`src/rtl/demux_pkg.sv`:
```
// Shared types for the packet-aware stream demultiplexer.
package demux_pkg;

  // Packet-level state: no packet open, forwarding to a latched channel, or discarding.
  typedef enum logic [1:0] {
    IDLE = 2'd0,
    FWD  = 2'd1,
    DROP = 2'd2
  } statetype_t;

endpackage

```
`src/rtl/stream_slot.sv`:
```
// Single-entry valid/ready register holding one beat (data + last) for one channel.
module stream_slot #(
  parameter int unsigned WIDTH = 8
) (
  input  logic             clk,
  input  logic             reset_n,
  input  logic             load,
  input  logic [WIDTH-1:0] in_data,
  input  logic             in_last,
  input  logic             out_ready,
  output logic             full,
  output logic [WIDTH-1:0] out_data,
  output logic             out_last,
  output logic             accept_c
);

  // Empty, or draining this cycle, so a new beat may land on the next edge.
  assign accept_c = ~full | out_ready;

  // Load wins over drain so a simultaneous drain+load keeps the slot full with new data.
  always_ff @(posedge clk or negedge reset_n) begin
    if (!reset_n) begin
      full     <= 1'b0;
      out_data <= '0;
      out_last <= 1'b0;
    end else if (load) begin
      full     <= 1'b1;
      out_data <= in_data;
      out_last <= in_last;
    end else if (full && out_ready) begin
      full <= 1'b0;
    end
  end

endmodule

```
`src/rtl/demux_stream.sv`:
```
// Registered, packet-aware demux: steers each packet to the channel chosen on its first beat.
module demux_stream
  import demux_pkg::*;
#(
  parameter int unsigned WIDTH = 8,
  parameter int unsigned N     = 4,
  parameter int unsigned SELW  = $clog2(N)
) (
  input  logic               clk,
  input  logic               reset_n,
  input  logic               in_valid,
  output logic               in_ready,
  input  logic [WIDTH-1:0]   in_data,
  input  logic [SELW-1:0]    in_sel,
  input  logic               in_last,
  output logic [N-1:0]       out_valid,
  input  logic [N-1:0]       out_ready,
  output logic [N*WIDTH-1:0] out_data,
  output logic [N-1:0]       out_last,
  output logic               err,
  output logic               busy
);

  statetype_t      state_q, state_d;
  logic [SELW-1:0] sel_q, sel_d;
  logic [SELW-1:0] dest;
  logic            sel_ok;
  logic            slot_rdy;
  logic            fwd;
  logic            err_d;
  logic            busy_d;
  logic [N-1:0]    accept;
  logic [N-1:0]    load;

  // State, latched destination and the registered err/busy flags.
  always_ff @(posedge clk or negedge reset_n) begin
    if (!reset_n) begin
      state_q <= IDLE;
      sel_q   <= '0;
      err     <= 1'b0;
      busy    <= 1'b0;
    end else begin
      state_q <= state_d;
      sel_q   <= sel_d;
      err     <= err_d;
      busy    <= busy_d;
    end
  end

  // Next state, destination decode and in_ready; in_ready never looks at in_valid.
  always_comb begin
    state_d  = state_q;
    sel_d    = sel_q;
    err_d    = 1'b0;
    in_ready = 1'b0;
    fwd      = 1'b0;
    sel_ok   = (32'(in_sel) < N);
    dest     = (state_q == FWD) ? sel_q : in_sel;
    slot_rdy = 1'b0;
    for (int i = 0; i < N; i++) begin
      if (dest == SELW'(i)) slot_rdy = accept[i];
    end
    case (state_q)
      IDLE: begin
        if (sel_ok) begin
          in_ready = slot_rdy;
          fwd      = 1'b1;
          if (in_valid && slot_rdy && !in_last) begin
            state_d = FWD;
            sel_d   = in_sel;
          end
        end else begin
          in_ready = 1'b1;
          if (in_valid) begin
            err_d = 1'b1;
            if (!in_last) state_d = DROP;
          end
        end
      end
      FWD: begin
        in_ready = slot_rdy;
        fwd      = 1'b1;
        if (in_valid && slot_rdy && in_last) state_d = IDLE;
      end
      DROP: begin
        in_ready = 1'b1;
        if (in_valid && in_last) state_d = IDLE;
      end
      default: state_d = IDLE;
    endcase
    busy_d = (state_d != IDLE);
  end

  // One output slot per channel; only the addressed slot loads an accepted forwarded beat.
  for (genvar i = 0; i < N; i++) begin : g_slot
    assign load[i] = in_valid & in_ready & fwd & (dest == SELW'(i));

    stream_slot #(.WIDTH(WIDTH)) u_slot (
      .clk      (clk),
      .reset_n  (reset_n),
      .load     (load[i]),
      .in_data  (in_data),
      .in_last  (in_last),
      .out_ready(out_ready[i]),
      .full     (out_valid[i]),
      .out_data (out_data[i*WIDTH +: WIDTH]),
      .out_last (out_last[i]),
      .accept_c (accept[i])
    );
  end

endmodule

```
`config.mk`:
```
export PLATFORM = sky130hd
export DESIGN_NAME = demux_stream
export DESIGN_NICKNAME = d
export VERILOG_FILES = /design/src/rtl/demux_pkg.sv /design/src/rtl/stream_slot.sv /design/src/rtl/demux_stream.sv
export SDC_FILE = /design/constraint.sdc
export NUM_CORES = 1
export LEC_CHECK = 0
export ABC_AREA = 1
export ABC_CLOCK_PERIOD_IN_PS = 1600
export CORE_MARGIN = 5
export CORE_UTILIZATION = 41
export CTS_CLUSTER_DIAMETER = 150
export DETAILED_ROUTE_END_ITERATION = 10
export PLACE_DENSITY = 0.75
export SETUP_SLACK_MARGIN = 0.15
export SKIP_CTS_REPAIR_TIMING = 1
export SLEW_MARGIN = 5
export SYNTH_ARGS = -nofsm -noshare
export SYNTH_HDL_FRONTEND = slang
export SYNTH_HIERARCHICAL = 1
export SYNTH_SLANG_ARGS = --single-unit
```
`constraint.sdc`:
```
create_clock -name clk -period 1.6 [get_ports clk]
set_input_delay 0.48 -clock clk [delete_from_list [all_inputs] [get_ports clk]]
set_output_delay 0.48 -clock clk [all_outputs]
set_load 0.05 [all_outputs]
```
==> impl_metrics.py <==
metrics = {
    "outcome": {
        "status": "finished with violations",
        "failed_checks": "setup timing",
    },
    "clock_network": {
        "cts_tree": "yes",
        "clock-sinks": 45,
        "cts.htree.levels": 2,
        "cts.root.buffer_cell": "clkbuf_8",
        "tritoncts.num_buffers": 5,
        "cts_buffer_depth": 2,
        "clock_latency_ns": 0.30,
        "clk_pin_slew_ns": 0.08,
    },
    "critical_path": {
        "worst_setup_path_start_kind": "flop",
        "cp_arrival_ns": 1.72,
        "crit_top_cell": "nand2_2",
        "crit_cells": 10,
        "slowest_delay_ns": 0.41,
        "critical_path_class": "flop to output port",
        "endpoint_kind": "output port",
        "critPathSlowestCell": "dfrtp_1",
        "path_buf_inv": 3,
        "critPathTopFamily": "simple AND/OR/NAND/NOR gates",
        "path_cells": "inv_2, buf_6, nand3b_1, nand2_2, nand3b_1, nand2_2, nor2_4, nand2_2, nand2_4, buf_12",
        "rr_worst_depth": 13,
        "crit_path_max_fanout": 5,
        "worstPathRequired_ns": 1.12,
    },
    "detailed_routing": {
        "via_count": 1886,
        "drt_iter0_drc": 98,
        "post_drt_wl_per_cell_um": 15.98,
        "final_antenna_net_count": 0,
        "vias_per_cell": 5.043,
        "detailedRoute.firstPassIterationCount": 4,
        "total_routed_length_um": 5978,
        "drcViolationCount": 0,
    },
    "timing": {
        "timing.final.hold_violations": 0,
        "achievable-frequency_mhz": 455.2,
        "rsz0062_at_grt": "yes",
        "fin_tns_setup_ns": -15.45,
        "layout_worst_path_cycle_share_pct": 137.3,
        "drv_slew": 0,
        "timing.clock.skew_ns": 0.008873,
        "setup_viol": 43,
        "timing.final.crit_period_ns": 2.197,
        "finalWorstSetupSlack_ns": -0.5969,
    },
    "placement": {
        "hpwl_um": 3785,
        "placement.cell_area_um2": 3208,
        "dp_cells": 358,
        "numPortBuffers": 59,
        "final_estimated_routing_congestion_in_global_placement": 0.8774,
    },
    "global_route": {
        "largest_net_degree_at_the_start_of_global_routing": 46,
        "grt_antenna_before_repair": 0,
        "grt_overflow_total": 0,
        "first_pass_grt_wire_length_um": 8335,
        "grt_util_all_layers_pct": 17.18,
        "vias_in_the_first_global_route": 1773,
    },
    "logic_synthesis": {
        "ys_seq_elements": 45,
        "avgSynthCellArea_um2": 8.518,
        "ys_seq_area_share_pct": 59.02,
        "ys.warnings.count": 6,
        "synth_nets": 242,
        "number_of_unique_standard_cell_types_used_by_synthesis": 17,
        "number_of_standard_cells_after_synthesis": 224,
        "synthesis.area_um2": 1908,
    },
    "finish": {
        "leading_cell_type_in_the_layout_fill_and_taps_excluded": "nand2_1",
        "ratio_of_cells_with_drive_above_1_in_the_final_layout_pct": 50.62,
        "final_nets": 339,
        "post_layout_nonfiller_instances": 374,
        "diodes": 0,
        "post_layout_util_pct": 83.42,
        "area_growth_synth_to_finish_pct": 94.30,
        "postLayoutCellArea_um2": 3707,
        "highest_count_cells_in_the_layout_ignoring_fill_and_taps": "nand2_1 (78), buf_12 (46), dfrtp_1 (41)",
    },
    "power_and_ir_drop": {
        "power_per_cell_area_nw_per_um2": 2387,
        "vdd_drop_max_v": 0.001495,
        "static-leakage-power_nw": 1.946,
        "power_mw": 8.850,
    },
    "die": {
        "die_w_um": 78.22,
        "die_height_um": 78.22,
        "rows": 24,
        "die_area_um2": 6118,
        "floorplan.io_pins": 61,
        "coreArea_um2": 4444,
        "initial_core_utilization_pct": 42.93,
    },
    "worst_hold_path": {
        "hold_class": "input pin to asynchronous set/reset pin",
    },
    "job": {
        "maxCapViolations": 0,
    },
}
## state kept, by name, indices dropped and copies added (netlist names)
register / cells
g_slot.u_slot/out_last: 4
state_q: 2
busy: 1
sel_q: 2
g_slot.u_slot/full: 4
g_slot.u_slot/out_data: 32
## worst reg2reg max path: stages, from the launching register on
cell      delay, ns
dfrtp_1        0.41
inv_2          0.14
nand2_4        0.09
nand2_2        0.07
nand2_2        0.06
nand3b_1       0.10
nand2_2        0.10
nor3_4         0.23
nand2_2        0.15
nor3_4         0.17
buf_6          0.17
buf_12         0.14
nand2_1        0.06
nand2_1        0.09
## per-stage QoR
step	worst slack (ns)	hold WS, ns
floorplan	-0.1679	0.1844
global placement	-0.6781	0.4693
detailed placement	-0.7179	0.4786
CTS	-0.7148	0.1481
global route	-0.6608	0.1594
finish	-0.5969	0.1506
## final cells by class
| type | instances | area, um2 |
|---|---|---|
| Timing Repair Buffer | 95 | 1410 |
| Sequential cell | 45 | 1131 |
| Multi-Input combinational cell | 157 | 927.1 |
| Fill cell | 234 | 737.0 |
| Inverter | 17 | 91.34 |
| Clock buffer | 6 | 72.57 |
| Tap cell | 52 | 65.06 |
| Clock inverter | 2 | 10.01 |
## path summary, 6_finish.rpt
kind	startpoint	to	slack, ns
min in group clk	sel_q[1]$_DFFE_PN0P_	sel_q[1]$_DFFE_PN0P_	0.52
worst min-delay path	reset_n	g_slot[2].u_slot/out_data[3]$_DFFE_PN0P_	0.15
worst max-delay path	state_q[1]$_DFF_PN0_	in_ready	-0.60
max in group asynchronous	reset_n	state_q[0]$_DFF_PN0_	1.23
worst max register to register	state_q[1]$_DFF_PN0_	g_slot[2].u_slot/out_data[6]$_DFFE_PN0P_	-0.44
worst min register to register	sel_q[1]$_DFFE_PN0P_	sel_q[1]$_DFFE_PN0P_	0.52
## report_power, final
part / internal [mW] / leakage [nW] / total [mW] / switching, mW
logic: 2.81 / 1.34 / 5.93 / 3.11
clock network: 0.303 / 0.0450 / 0.674 / 0.371
registers: 1.66 / 0.561 / 2.25 / 0.586
total: 4.78 / 1.95 / 8.85 / 4.07
## routing by layer
metal,global-route usage (%),vias to the layer above,share of wire [%]
met2,26.97,62,53
met5,0,-,0
li1,-,879,-
met3,4.233,11,3.9
met4,7.517,0,2.6
met1,22.70,934,41
## logic make-up (layout without fill, tap and decap cells)
family / after synthesis / after routing / share of synthesized area [%]
and+or+nand+nor: 156 / 156 / 34.69
DFF: 45 / 45 / 59.02
other: 1 / 1 / 0.1965
buffers and inverters: 22 / 120 / 6.098
## synth_stat cells, drive strengths merged
library cell	count	area share, %
nand2	135	27
dfrtp	45	59
inv	17	3.3
buf	5	2.8
nand3	5	1.3
nand3b	4	1.6
nand4	4	1.6
nor3	4	1.6
nor2	3	0.72
conb	1	0.20
or2	1	0.33
Power figures use the tool's default switching activity.
